--- src/rtl/iterative_shift_ctrl.sv ---
// Multi-cycle SLL/SRL/SRA unit: a 1-bit shift stage is applied once per clock,
// shamt times, under a start/busy/done handshake.
module iterative_shift_ctrl #(
  parameter int Width  = 32,
  parameter int ShamtW = 5
) (
  input  logic              clk,
  input  logic              rst,
  input  logic              start,
  input  logic [1:0]        op,
  input  logic [Width-1:0]  operand,
  input  logic [ShamtW-1:0] shamt,
  output logic              busy,
  output logic              done,
  output logic [Width-1:0]  result,
  output logic              err,
  output logic [1:0]        o_dbg_state
);

  // Handshake: a request is accepted on any rising edge where start=1 and the
  // unit is not busy (IDLE or DONE). done is a one-cycle pulse marking result
  // valid; a new request may be accepted in that same done cycle.

  typedef enum logic [1:0] {
    S_IDLE  = 2'd0,
    S_SHIFT = 2'd1,
    S_DONE  = 2'd2
  } state_t;

  localparam logic [1:0] OP_SLL = 2'b00;
  localparam logic [1:0] OP_SRL = 2'b01;
  localparam logic [1:0] OP_SRA = 2'b10;
  localparam logic [1:0] OP_RSV = 2'b11;

  state_t            r_state;
  logic [Width-1:0]  r_data;
  logic [ShamtW-1:0] r_count;
  logic [1:0]        r_op;
  logic              r_err;
  logic              w_accept;

  assign w_accept = start && (r_state != S_SHIFT);

  always_ff @(posedge clk) begin
    if (rst) begin
      r_state <= S_IDLE;
      r_data  <= '0;
      r_count <= '0;
      r_op    <= OP_SLL;
      r_err   <= 1'b0;
    end else begin
      case (r_state)
        S_IDLE, S_DONE: begin
          if (w_accept) begin
            r_data  <= operand;
            r_count <= shamt;
            r_op    <= op;
            r_err   <= (op == OP_RSV);
            // Reserved op and zero shift skip straight to the result cycle.
            if ((shamt == '0) || (op == OP_RSV)) r_state <= S_DONE;
            else                                  r_state <= S_SHIFT;
          end else begin
            r_state <= S_IDLE;
          end
        end
        S_SHIFT: begin
          case (r_op)
            OP_SLL:  r_data <= {r_data[Width-2:0], 1'b0};
            OP_SRL:  r_data <= {1'b0, r_data[Width-1:1]};
            OP_SRA:  r_data <= {r_data[Width-1], r_data[Width-1:1]};
            default: r_data <= r_data;
          endcase
          // count is always >= 1 in SHIFT, so the decrement never wraps.
          r_count <= r_count - 1'b1;
          if (r_count == ShamtW'(1)) r_state <= S_DONE;
        end
        default: r_state <= S_IDLE;
      endcase
    end
  end

  assign busy        = (r_state == S_SHIFT);
  assign done        = (r_state == S_DONE);
  assign err         = r_err && (r_state == S_DONE);
  assign result      = r_data;
  assign o_dbg_state = r_state;

endmodule

--- config.mk ---
export PLATFORM = sky130hd
export DESIGN_NAME = iterative_shift_ctrl
export DESIGN_NICKNAME = d
export VERILOG_FILES = /design/src/rtl/iterative_shift_ctrl.sv
export SDC_FILE = /design/constraint.sdc
export NUM_CORES = 1
export LEC_CHECK = 0
export BUFFER_PORTS_ARGS = -buffer_cell sky130_fd_sc_hd__clkbuf_2
export CORE_UTILIZATION = 40
export CTS_BUF_LIST = sky130_fd_sc_hd__clkbuf_4
export DETAILED_ROUTE_END_ITERATION = 8
export PLACE_DENSITY = 0.66
export SLEW_MARGIN = 20
export SYNTH_ARGS = -nofsm -noshare
export SYNTH_HDL_FRONTEND = slang
export SYNTH_SLANG_ARGS = --single-unit
--- constraint.sdc ---
create_clock -name clk -period 2.3 [get_ports clk]
set_input_delay 0.115 -clock clk [delete_from_list [all_inputs] [get_ports clk]]
set_output_delay 0.115 -clock clk [all_outputs]
set_load 0.05 [all_outputs]
==> results of run 1 <==
## synth_stat cells, drive strengths merged
cell type / count / area share [%]
nor3: 3 / 0.84
o41ai: 1 / 0.68
ha: 5 / 2.6
o311ai: 1 / 0.37
clkinv: 2 / 0.37
nor2b: 1 / 0.26
a221oi: 31 / 11
and2: 2 / 0.52
o31ai: 30 / 9.4
a22oi: 1 / 0.31
and3b: 1 / 0.37
and3: 1 / 0.26
nand3: 6 / 1.3
o211ai: 1 / 0.31
clkbuf: 17 / 2.7
o311a: 2 / 0.84
inv: 7 / 1.1
o2111ai: 30 / 11
or3: 2 / 0.52
a31oi: 2 / 0.52
nand2b: 2 / 0.63
nor4bb: 1 / 0.42
o21ai: 29 / 6.1
a32oi: 1 / 0.37
a2bb2oi: 2 / 0.73
and2b: 1 / 0.31
a311oi: 1 / 0.37
nand3b: 1 / 0.31
nor2: 3 / 0.47
a21oi: 9 / 1.9
o21a: 3 / 1.3
dfxtp: 42 / 35
a211oi: 1 / 0.31
nand2: 5 / 0.79
buf: 19 / 5.1
## worst min path at each step
stage	start	to	slack [ps]	depth (start not counted)
finish	op[0]	r_op[0]	20	3
global route	op[0]	r_op[0]	20	3
CTS	op[0]	r_op[0]	10	3
detailed placement	op[1]	r_op[1]	380	3
global placement	op[1]	r_op[1]	390	3
floorplan	rst	result[10]	220	1
## kinds of logic after synthesis
group                      after synthesis  share of synthesized area [%]
AOI/OAI and AO/OA                      145                          45.88
buffers and inverters                   45                          9.281
and+or+nand+nor                         29                          6.975
adders and majority gates                5                          2.622
DFF                                     42                          35.24
## flip-flops by register name (all words and copies together) (netlist names)
name	flops
r_count	5
o_dbg_state	2
r_err	1
result	32
r_op	2
## per-stage QoR
step	instances	worst slack, ps	cell area, um2	util [%]
global placement	390	429.5	2761	48.95
floorplan	266	189.5	2386	-
CTS	397	255.9	2813	49.86
detailed placement	390	405.4	2761	48.95
global route	397	101.1	2813	49.86
finish	397	253.5	2813	49.86
## cell type report
class | instances | area [um2] | area share, %
multi-input combinational | 179 | 1330 | 47.29
tap | 72 | 90.09 | 3.203
sequential | 42 | 840.8 | 29.89
inverter | 9 | 35.03 | 1.246
timing repair buffer | 89 | 475.5 | 16.90
clock buffer | 5 | 37.54 | 1.335
clock inverter | 1 | 3.754 | 0.1335
## critical path, cell delays in order (launching register included)
cell and delay, ps:
dfxtp_1 410, nand2b_2 320, clkinv_2 460, clkbuf_2 380
## metal layers
metal | vias up | share of wire [%] | track usage, %
met3 | 13 | 6.9 | 4.828
met5 | - | 0 | 0
met4 | 0 | 1.9 | 8.000
met2 | 97 | 45 | 31.21
li1 | 1225 | - | -
met1 | 1161 | 46 | 31.29
## power breakdown
group / total [mW] / switching [mW] / leakage (nW) / internal (mW)
logic: 0.768 / 0.550 / 0.741 / 0.218
clock network: 0.344 / 0.239 / 0.0246 / 0.105
registers: 0.908 / 0.0951 / 0.347 / 0.813
==> results.md, run 1 <==
* Status: finished clean
* Worst r2r path cells at 6
* CTS buffer count at 5
* FMAX at 0.4886 GHz
* DR vias at 2496
* Register-to-register setup slack at 360 ps
* CORE AREA at 5642 um2
* Drt wl/cell at 16.86 um
* Clock transition at path regs at 120 ps
* Initial core utilization at 42.29%
* RSZ-0062 raised after global routing: no
* PostCTS Resize Cnt at 0
* # DRC at 0
* Reg-to-reg startpoint: r_op[0]
* Peak VDD IR at 0.3228 mV
* Commonest cells after routing, fill and taps aside: clkbuf_2 (78), dfxtp_1 (42), a221oi_1 (31), o2111ai_1 (30), o31ai_1 (30)
* CTS tree: built
* Hold crit path type: primary input to flip-flop
* Final Hold Fails at 0
* Most common cell after layout, fill and taps aside: clkbuf_2
* Total power draw at 2.020 mW
* Worst-Margin Slew at 580.3 ps
* Initial DRC count at 207
* Synth cell types at 42
* Count of final setup violators at 0
* Fill cells at 561
* IO Count at 79
* Final ANT Viol Nets at 0
* Dpl hpwl at 4367 um
* Die H at 79.24 um
* Slew margin rel. at 61.27%
* Grt ovf at 0
* Routability congestion estimate at 0.8518
* # port buffers at 78
* Critical Path Fanout Max at 35
* Clock sinks at 42
* Initial antenna violation count at 0
* Setup CP Type: flip-flop to output port
* Die width at 79.24 um
* Setup TNS at 0 ps
* Count of pins over their slew limit at 0
* Crit path capture: busy
* Ys Warns at 0
* Final WL at 6692 um
* Mapped Avg Cell Area at 8.970 um2
* Synthesized area at 2386 um2
* Endpoint class of the critical path: output port
* Pleak at 1.112 nW
* Proportion of layout cells with a drive suffix above 1 at 30.15%
* H-Tree Depth at 2
* Post-synthesis register bit count at 42
* Die area at 6278 um2
* Max_cap viols at 0
* Post-DR vias/cell at 6.287
* Clock root buffer: clkbuf_4
* Cts hold-fix bufs at 1
* Synth-to-Final Area Change at 17.88%
* Diodes inserted at 0
* DRT Pass-1 Iters at 5
* Worst EP required at 2180 ps
* Nature of the critical path startpoint: flip-flop
* Pwr dens at 718.1 nW/um2
* Clock skew at 4.394 ps
* Clock Latency Late Sink at 360 ps
* Final net count at 373
* Clock Path Buffers at 2
* Number of global-route vias before repair at 2153
* Critical Path AT at 1930 ps
* Global-route wire length before repair at 10850 um
* Sequential share of the synthesized area at 35.24%
* Worst reg2reg path endpoint: result[14]
* Setup Buffers After CTS at 0
* Critical path origin: o_dbg_state[1]
* WHS at 19.06 ps
* Final period util at 88.98%
* Total GRT Usage at 21.72%
* Syn_nets at 313
* Tmin final at 2047 ps
* Post-Synthesis Cells at 266
* Largest net degree at the start of global routing at 61
* Row cnt at 27
Note: power is estimated with default switching activity, not from simulation.
==> inputs of run 2 (changes only) <==
- CTS_BUF_LIST: sky130_fd_sc_hd__clkbuf_4 -> unset
==> run 2 against run 1 <==
Effect of this change:
- critical path depth unchanged
- sequential cell count unchanged
- non-clock buffer count down 1
- worst hold slack better by 54 ps
- clock power up 42%
- largest power group unchanged
==> results.md, run 2 (synthesized netlist as in run 1, its figures left out) <==
* Critical Path AT at 1840 ps (-90 ps)
* H-Tree Depth at 2 (unchanged)
* DR vias at 2524 (+1.1%)
* Pre-CTS worst setup slack at 405.4 ps (unchanged)
* Clock skew at 1.876 ps (-2.518 ps)
* Drt wl/cell at 17.04 um (+1.1%)
* Clock Path Buffers at 2 (unchanged)
* Grt ovf at 0 (unchanged)
* Endpoint class of the critical path: output port
* Peak VDD IR at 0.3475 mV (+7.7%)
* Switching Share at 41.72% (-2.1 points)
* Slew margin rel. at 60.91% (-0.36 points)
* Post-layout util at 50.41% (+0.55 points)
* Count of pins over their slew limit at 0 (unchanged)
* # DRC at 0 (unchanged)
* RSZ-0062 raised after global routing: no
* Worst-Margin Slew at 585.7 ps (+5.398 ps)
* Proportion of layout cells with a drive suffix above 1 at 30.56% (+0.40 points)
* Initial antenna violation count at 0 (unchanged)
* Hold crit path type: primary input to flip-flop
* Nature of the critical path startpoint: flip-flop
* CTS buffer count at 5 (unchanged)
* IO Count at 79 (unchanged)
* Die width at 79.24 um (unchanged)
* Commonest cells after routing, fill and taps aside: clkbuf_2 (78), dfxtp_1 (42), a221oi_1 (31), o2111ai_1 (30), o31ai_1 (30)
* Clock Latency Late Sink at 300 ps (-60 ps)
* Setup TNS at 0 ps (unchanged)
* CORE AREA at 5642 um2 (unchanged)
* Max_cap viols at 0 (unchanged)
* Placed cell count at 390 (unchanged)
* Setup Buffers After CTS at 0 (unchanged)
* Setup WS post-layout at 346.3 ps (+92.82 ps)
* FMAX at 0.5119 GHz (+4.8%)
* Worst path max stage delay at 440 ps (-20 ps)
* Switching Power at 0.9027 mW (+2.0%)
* Tmin final at 1954 ps (-92.82 ps)
* Die area at 6278 um2 (unchanged)
* Synth-to-Final Area Change at 19.19%
* Comb pwr share at 35.5% (-2.5 points)
* Pwr dens at 760.8 nW/um2 (+5.9%)
* Pint at 1.261 mW (+11%)
* Global-route wire length before repair at 10810 um (-0.31%)
* Reg-to-reg startpoint: r_op[0]
* Dpl hpwl at 4367 um (unchanged)
* Finished Cell Area at 2844 um2 (+1.1%)
* Sequential power share at 41.9% (-3.0 points)
* Final net count at 372 (-0.27%)
* Final WL at 6749 um (+0.85%)
* Cts hold-fix bufs at 0 (-1)
* Status: finished clean
* Initial core utilization at 42.29% (unchanged)
* Initial DRC count at 187 (-9.7%)
* Total GRT Usage at 21.57% (-0.15 points)
* Final ANT Viol Nets at 0 (unchanged)
* Non-Filler Instances at 396 (-0.25%)
* Clock root buffer: clkbuf_8
* Most common cell after layout, fill and taps aside: clkbuf_2
* Clock transition at path regs at 80 ps (-40 ps)
* Largest net degree at the start of global routing at 61 (unchanged)
* Setup CP Type: flip-flop to output port
* WHS at 73.18 ps (+54.12 ps)
* Hold Crit Start: op[1]
* Worst EP required at 2180 ps (about the same)
* Count of final setup violators at 0 (unchanged)
* Diodes inserted at 0 (unchanged)
* Row cnt at 27 (unchanged)
* Clock power share at 22.5% (+5.5 points)
* Routability congestion estimate at 0.8518 (unchanged)
* PostCTS Resize Cnt at 0 (unchanged)
* Final Hold Fails at 0 (unchanged)
* DRT Pass-1 Iters at 4 (-1)
* Critical path origin: o_dbg_state[1]
* Total power draw at 2.164 mW (+7.1%)
* Critical-path cell list: nand2b_2 -> clkinv_2 -> clkbuf_2
* CTS tree: built
* Post-DR vias/cell at 6.374 (+1.4%)
* Slowest stage cell, crit path: clkinv_2
* # port buffers at 78 (unchanged)
* Number of global-route vias before repair at 2169 (+0.74%)
* Placement Cell Area at 2761 um2 (unchanged)
* Critical Path Fanout Max at 35 (unchanged)
* Clock sinks at 42 (unchanged)
* Final period util at 84.94% (-4.0 points)
* Die H at 79.24 um (unchanged)
* Number of flip-flops in the largest register at 32 (unchanged)
* Pleak at 1.127 nW (+1.3%)
run 2: changes by cell type in the layout (fill, tap and decap cells not counted):
cell           change
clkbuf_8           +6
clkbuf_4           -5
clkinv_1           -1
dlygate4sd3_1      -1
run 2: metal layers:
layer	global-route usage (%)	wire length [um]
met2	31.72	3067
met4	6.909	72
met5	0	0
met3	4.828	385
met1	30.87	3223
run 2: cell type report:
cell class                 instances  area (um2)
timing repair buffer              88       465.4
tap                               72       90.09
fill                             559        2798
multi-input combinational        179        1330
clock buffer                       6       82.58
inverter                           9       35.03
sequential                        42       840.8
run 2: critical path: cells and delay by family, from the launching register on:
| family | cells | cell delay, ps |
|---|---|---|
| DFF | 1 | 390 |
| buffers and inverters | 2 | 820 |
| and+or+nand+nor | 1 | 320 |
run 2: power groups by stage:
stage	sequential, mW	clock (mW)	combinational (mW)
4_1_cts	0.906	0.493	0.770
6_report	0.908	0.488	0.769
2_1_floorplan	1.14	0	0.356
3_5_place_dp	0.923	0	0.768
5_1_grt	0.920	0.520	0.824
3_3_place_gp	0.922	0	0.765
run 2: final timing paths:
check | end | slack (ps) | cells past startpoint
worst max-delay path | busy | 350 | 3
worst min-delay path | r_op[1] | 70 | 3
worst max register to register | result[14] | 370 | 6
worst min register to register | r_err | 450 | 2
